[src/rtl/fifo_ctrl.sv]
// fifo_ctrl: single-clock FIFO controller that drives an external dual-port RAM.
// The RAM has a registered read and a depth of 2**ADDR words.
// Port A of the RAM is the write port. Port B is the read port.
//
// Ports
//   clK, rst_N                  clock (rising edge), asynchronous active-low reset
//   wr_REQ, wr_DATA_IN          producer write request and data
//   rd_REQ                      consumer read request
//   rd_DATA_OUT, rd_VALID       read data, valid one cycle after an accepted read
//   ram_a_WR/ADDR/DATA          RAM port A (write side)
//   ram_b_WR/ADDR, ram_b_DATA   RAM port B (read side); ram_b_WR is tied low
//   full, empty                 occupancy is 2**ADDR / occupancy is 0
//   almost_FULL, almost_EMPTY   count >= AF_LVL / count <= AE_LVL
//   count                       occupancy, 0..2**ADDR
//   overflow, underflow         sticky request-while-full / request-while-empty
//   clr_ERR                     synchronous clear of the sticky error flags
module fifo_ctrl #(
   parameter int DATA   = 16,
   parameter int ADDR   = 5,
   parameter int AF_LVL = 2**ADDR - 2,
   parameter int AE_LVL = 2
) (
   input  logic            clK,
   input  logic            rst_N,
   input  logic            wr_REQ,
   input  logic [DATA-1:0] wr_DATA_IN,
   input  logic            rd_REQ,
   output logic [DATA-1:0] rd_DATA_OUT,
   output logic            rd_VALID,
   output logic            ram_a_WR,
   output logic [ADDR-1:0] ram_a_ADDR,
   output logic [DATA-1:0] ram_a_DATA,
   output logic            ram_b_WR,
   output logic [ADDR-1:0] ram_b_ADDR,
   input  logic [DATA-1:0] ram_b_DATA,
   output logic            full,
   output logic            empty,
   output logic            almost_FULL,
   output logic            almost_EMPTY,
   output logic [ADDR:0]   count,
   output logic            overflow,
   output logic            underflow,
   input  logic            clr_ERR
);

   localparam logic [ADDR:0] DEPTH_C = (ADDR+1)'(2**ADDR);
   localparam logic [ADDR:0] AF_C    = (ADDR+1)'(AF_LVL);
   localparam logic [ADDR:0] AE_C    = (ADDR+1)'(AE_LVL);
   localparam logic [ADDR:0] PTR_ONE = (ADDR+1)'(1);

   logic [ADDR:0] wr_ptr;
   logic [ADDR:0] rd_ptr;
   logic          wr_acc;
   logic          rd_acc;

   // Each pointer carries an extra wrap bit.
   // Their difference is therefore the exact occupancy.
   // This stays correct at 2**ADDR, where the address bits of the two pointers are equal.
   assign count        = wr_ptr - rd_ptr;
   assign full         = (count == DEPTH_C);
   assign empty        = (count == '0);
   assign almost_FULL  = (count >= AF_C);
   assign almost_EMPTY = (count <= AE_C);

   // Accepts depend only on this cycle's flags.
   // A read in the same cycle does not free space for a write.
   // A write in the same cycle does not provide data for a read.
   assign wr_acc = wr_REQ & ~full;
   assign rd_acc = rd_REQ & ~empty;

   assign ram_a_WR    = wr_acc;
   assign ram_a_ADDR  = wr_ptr[ADDR-1:0];
   assign ram_a_DATA  = wr_DATA_IN;
   assign ram_b_WR    = 1'b0;
   assign ram_b_ADDR  = rd_ptr[ADDR-1:0];
   assign rd_DATA_OUT = ram_b_DATA;

   always_ff @(posedge clK or negedge rst_N) begin
      if (!rst_N) begin
         wr_ptr    <= '0;
         rd_ptr    <= '0;
         rd_VALID  <= 1'b0;
         overflow  <= 1'b0;
         underflow <= 1'b0;
      end else begin
         if (wr_acc) wr_ptr <= wr_ptr + PTR_ONE;
         if (rd_acc) rd_ptr <= rd_ptr + PTR_ONE;
         // The RAM registers its read on this same edge.
         // That is why valid is simply the accept, delayed by one cycle.
         rd_VALID <= rd_acc;
         // If an error is flagged in the same cycle as clr_ERR, the error wins.
         if (wr_REQ && full)  overflow  <= 1'b1;
         else if (clr_ERR)    overflow  <= 1'b0;
         if (rd_REQ && empty) underflow <= 1'b1;
         else if (clr_ERR)    underflow <= 1'b0;
      end
   end

endmodule

[config.mk]
export PLATFORM = sky130hd
export DESIGN_NAME = fifo_ctrl
export DESIGN_NICKNAME = d
export VERILOG_FILES = /design/src/rtl/fifo_ctrl.sv
export SDC_FILE = /design/constraint.sdc
export NUM_CORES = 1
export LEC_CHECK = 0
export ABC_AREA = 1
export CORE_AREA = 2 2 64 66
export CTS_CLUSTER_DIAMETER = 100
export CTS_CLUSTER_SIZE = 20
export DETAILED_ROUTE_END_ITERATION = 16
export DIE_AREA = 0 0 66 68
export PLACE_DENSITY = 0.84
export REMOVE_ABC_BUFFERS = 1
export SYNTH_ARGS = -nofsm -noshare
export SYNTH_HDL_FRONTEND = slang
export SYNTH_SLANG_ARGS = --single-unit
[constraint.sdc]
create_clock -name clK -period 4.5 [get_ports clK]
set_clock_uncertainty 0.05 [all_clocks]
set_input_delay 0.675 -clock clK [delete_from_list [all_inputs] [get_ports clK]]
set_output_delay 0.675 -clock clK [all_outputs]
set_load 0.01 [all_outputs]
# Yosys cells after proc, flatten, opt, wreduce, memory -nomap -nowiden
# Index checks and enable logic that the tools add are counted.
[classes]
n_mux = 3
bitwise_logic = 4
magnitude_cmp = 2
n_eq_ne = 1
addsub = 3
reduce_logical = 5
[op_table]
columns = ["cell", "n"]
rows = [
  ["6-bit by 1-bit adder with 6-bit output (second input constant)", 2],
  ["6-bit equality test (second input constant)", 1],
  ["6-bit by 5-bit greater-or-equal comparator with 1-bit output (second input constant)", 1],
  ["6-bit by 2-bit less-or-equal comparator with 1-bit output (second input constant)", 1],
  ["6-bit logical NOT", 1],
  ["6-bit subtractor", 1],
  ["2-bit nonzero test", 2],
  ["1-bit two-way mux", 3],
  ["1-bit bitwise AND", 2],
  ["1-bit logical AND", 2],
  ["1-bit NOT", 2],
]
[word_totals]
word_cells = 23
input_bits = 37
ff_bits = 15

# Longest topological paths before layout
[logic_depth]
depth_word = 4
mapped_depth = 12
ltp_nobuf = 12

# Worst setup path after synthesis
# No wires, ideal clock.
[synth_path]
path_type = "reg2out"
startpoint = "register wr_ptr[0]"
endpoint = "output port almost_EMPTY"
t_required_ns = 3.775
path_buffers = 0
t_arrival_ns = 1.941
slack_ns = 1.834
stages_incl_launch_ff = 10
path_cell_list = "dfrtp_1 inv_1 ha_1 inv_1 fa_1 nand3_1 nand2_1 xnor2_2 nand2_1 a211oi_1"
[synth_via]
elab_chain_cells = 2
[synth_lines]
columns = ["item", "line", "rtl"]
rows = [
  ["start, declared", "51", "logic [ADDR:0] wr_ptr;"],
  ["start signal, assigned", "86", "if (wr_acc) wr_ptr <= wr_ptr + PTR_ONE;"],
  ["6-bit subtractor", "59", "assign count = wr_ptr - rd_ptr;"],
  ["6-bit by 2-bit less-or-equal comparator with 1-bit output", "63", "assign almost_EMPTY = (count <= AE_C);"],
  ["end, declared", "39", "output logic almost_EMPTY,"],
]
# No other way between the ends.

# Final worst setup path
[layout_path]
startpoint = "register wr_ptr[0]"
endpoint = "output port ram_a_WR"
[layout_via]
elab_chain_cells = 4
[layout_lines]
columns = ["item", "line", "rtl"]
rows = [
  ["6-bit subtractor", "59", ""],
  ["6-bit equality test", "60", "assign full = (count == DEPTH_C);"],
  ["1-bit NOT", "68", "assign wr_acc = wr_REQ & ~full;"],
  ["1-bit bitwise AND", "68", ""],
  ["end, declared", "30", "output logic ram_a_WR,"],
]
# No other way between the ends.

==> flow_metrics.py <==
metrics = {
    "run_status": {
        "outcome": "completed",
    },
    "logic_synthesis": {
        "syn-mean-instance-area_um2": 7.52,
        "synth_compound_area_share_pct": 1.92,
        "netlist_area_mm2": 0.00144,
        "muxShareOfSynthArea_pct": 0,
        "synthXorXnorAreaFrac_pct": 6.62,
        "synth_seq_cells": 15,
        "synth_fa_ha_area_share_pct": 7.49,
        "yosysSeqAreaShare_pct": 26.1,
        "synth_cell_type_count": 24,
        "netlist_instances": 191,
        "yosysWarnings": 0,
        "synth_top_family_by_area": "simple AND/OR/NAND/NOR gates",
        "synth-simple-area-share_pct": 28.9,
    },
    "placed_design": {
        "port_buffers": 28,
        "post-dp-hpwl_um": 2940,
        "globalplace.congestion": 0.845,
    },
    "worst_setup_path": {
        "crit_top_cell": "inv_1",
        "worst_setup_path_start_kind": "flip-flop",
        "cpPeakStageDelay_ps": 480,
        "cp_slowest_cell": "clkdlybuf4s50_1",
        "criticalPathCategory": "reg2out",
        "critPathRequiredTime_ps": 3770,
        "cp.arrival_ps": 2750,
        "end_kind": "output pin",
        "crit_chain": "inv_1, ha_1, inv_1, fa_1, nand3_1, nand2_1, xnor2_2, nand3_4, nand2_4, inv_1, clkdlybuf4s50_1",
        "reg2reg_depth": 11,
        "critPathMaxFanout": 8,
    },
    "cts": {
        "path_clk_slew_ps": 70,
        "tritoncts": "yes",
        "root_buffer": "clkbuf_8",
        "cts.repair.resized": 0,
        "ctsHoldBuffers": 0,
        "htreeDepth": 1,
        "clockBufferDepth": 2,
        "insertion_delay_ps": 250,
        "cts_setup_buffers": 0,
        "numClockSinks": 15,
        "cts_buffers": 3,
    },
    "global_routing": {
        "use_met3_pct": 15.8,
        "grt_first_pass_wirelength_um": 5760,
        "grt_max_degree": 16,
        "use_met2_pct": 22.9,
        "grt-ovfl-total": 0,
        "antenna_found_initial": 0,
        "grt_pass1_vias": 1066,
        "grt_usage_pct": 17.9,
        "use_met1_pct": 21.6,
        "top_usage_layer": "met2",
    },
    "timing": {
        "worst_slew_pin_slew_ps": 697,
        "fin_crit_ps": 3480,
        "slew_headroom_pct": 53.4,
        "tns_ps": 0,
        "max_freq_ghz": 0.287,
        "finalHoldViolations": 0,
        "hold_slack_ps": 444,
        "setup_viol": 0,
        "finalCritPeriodShare_pct": 77.3,
        "slew_viol_final": 0,
        "grt_setup_unrepaired": "false",
    },
    "drt": {
        "avgViaCountPerCell": 4.95,
        "firstDrtPassIters": 4,
        "num_vias": 1128,
        "final_antenna_net_count": 0,
        "drt_wl_total_um": 3770,
        "first_iter_violations": 32,
        "drc": 0,
        "routedWlPerCell_um": 16.5,
    },
    "floorplanning": {
        "fp.dieW_um": 66,
        "die_h_um": 68,
        "ioPinCount": 94,
        "initial_core_util_pct": 37.2,
        "core_mm2": 0.00386,
        "dieArea_mm2": 0.00449,
        "row_count": 23,
    },
    "power_and_ir_drop": {
        "internal_power_uw": 781,
        "seqPwrFrac_pct": 17.8,
        "total_power_mw": 1.50,
        "comb_power_share_pct": 74.8,
        "p_per_area_mw_per_mm2": 1010,
        "irDropWorstVdd_mv": 0.445,
        "switching_power_uw": 724,
        "p_leak_nw": 0.755,
        "p_clk_share_pct": 7.4,
        "p_sw_share_pct": 48.1,
    },
    "layout": {
        "mostFrequentLayoutCells": "nand2_1 (53), clkdlybuf4s50_1 (28), nand3_1 (21)",
        "diodes": 0,
        "final_common_cell": "nand2_1",
        "synthToLayoutAreaGrowth_pct": 3.92,
        "nFillCells": 415,
        "num-nets-final": 224,
        "drive_above_1_share_pct": 7.30,
    },
    "job": {
        "maxCapViolations": 0,
    },
    "hold_path": {
        "hold_path.class": "reg2reg",
        "min_path_cells": 2,
    },
}
## cells in the mapped netlist
master	number	area (µm²)
a211oi_1	1	7.51
a21oi_1	3	15.0
buf_2	2	10.0
buf_4	43	323
conb_1	1	3.75
dfrtp_1	15	375
fa_1	1	20.0
ha_1	7	87.6
inv_1	19	71.3
inv_2	2	7.51
nand2_1	53	199
nand2_4	2	22.5
nand3_1	21	105
nand3_2	1	10.0
nand3_4	2	35.0
nand4_1	2	12.5
nor2_1	2	7.51
nor2_4	1	11.3
nor3_1	1	5.00
nor3b_1	1	7.51
o21ai_0	1	5.00
xnor2_1	3	26.3
xnor2_2	1	16.3
xor2_1	6	52.6
## final cells by class
class	count	area, µm²	share of cell area [%]
Clock buffer	3	41.3	2.77
Inverter	21	78.8	5.28
Timing Repair Buffer	28	280	18.8
Tap cell	50	62.6	4.19
Sequential cell	15	375	25.1
Multi-Input combinational cell	110	649	43.5
Clock inverter	1	5.00	0.335
## registers in the layout (all words and copies together) (netlist names)
register / flops
rd_ptr: 6
overflow: 1
underflow: 1
wr_ptr: 6
rd_VALID: 1
## final timing paths
path                                 from         to  slack, ps
worst max-delay path            wr_ptr[0]   ram_a_WR       1020
worst min-delay path            underflow  underflow        440
worst max register to register  wr_ptr[0]  rd_ptr[0]       2280
worst min register to register  underflow  underflow        440
max in group asynchronous           rst_N  wr_ptr[1]       3160
min in group asynchronous           rst_N   overflow        790
## power groups by stage
| stage | clock network [mW] | registers, mW | logic (mW) |
|---|---|---|---|
| final | 0.112 | 0.268 | 1.13 |
| after global routing | 0.120 | 0.280 | 1.25 |
| after CTS | 0.114 | 0.270 | 1.14 |
| after detailed placement | 0 | 0.271 | 1.13 |
| after global placement | 0 | 0.267 | 1.12 |
| after floorplan | 0 | 0.276 | 0.665 |
## critical path: cells and delay by family (launching register included)
kind | cells | cell delay (ps)
buffers and inverters | 4 | 690
adders and majority gates | 2 | 540
and+or+nand+nor | 4 | 510
DFF | 1 | 440
xor gates and xnor gates | 1 | 320
## layer usage
metal	vias to the layer above	share of wire (%)
met5	-	0
met4	0	1.0
met3	4	16
met2	74	40
met1	524	43
li1	526	-
## metrics by stage
| step | cells | instance area (µm²) | utilization (%) | setup slack, ps |
|---|---|---|---|---|
| 6_report | 228 | 1490 | 38.7 | 1020 |
| 2_1_floorplan | 146 | 1100 | - | 1790 |
| 4_1_cts | 228 | 1490 | 38.7 | 1000 |
| 5_1_grt | 228 | 1490 | 38.7 | 844 |
| 3_5_place_dp | 224 | 1450 | 37.5 | 1270 |
| 3_3_place_gp | 224 | 1450 | 37.5 | 1330 |
## logic make-up (layout without fill, tap and decap cells)
kind of cell,count (synthesis),after routing
fa+ha+maj,8,8
flops,15,15
compound gates,5,5
buf+inv,66,53
simple gates,86,86
xor+xnor,10,10
other cells,1,1
Note: power is estimated with default switching activity, not from simulation.
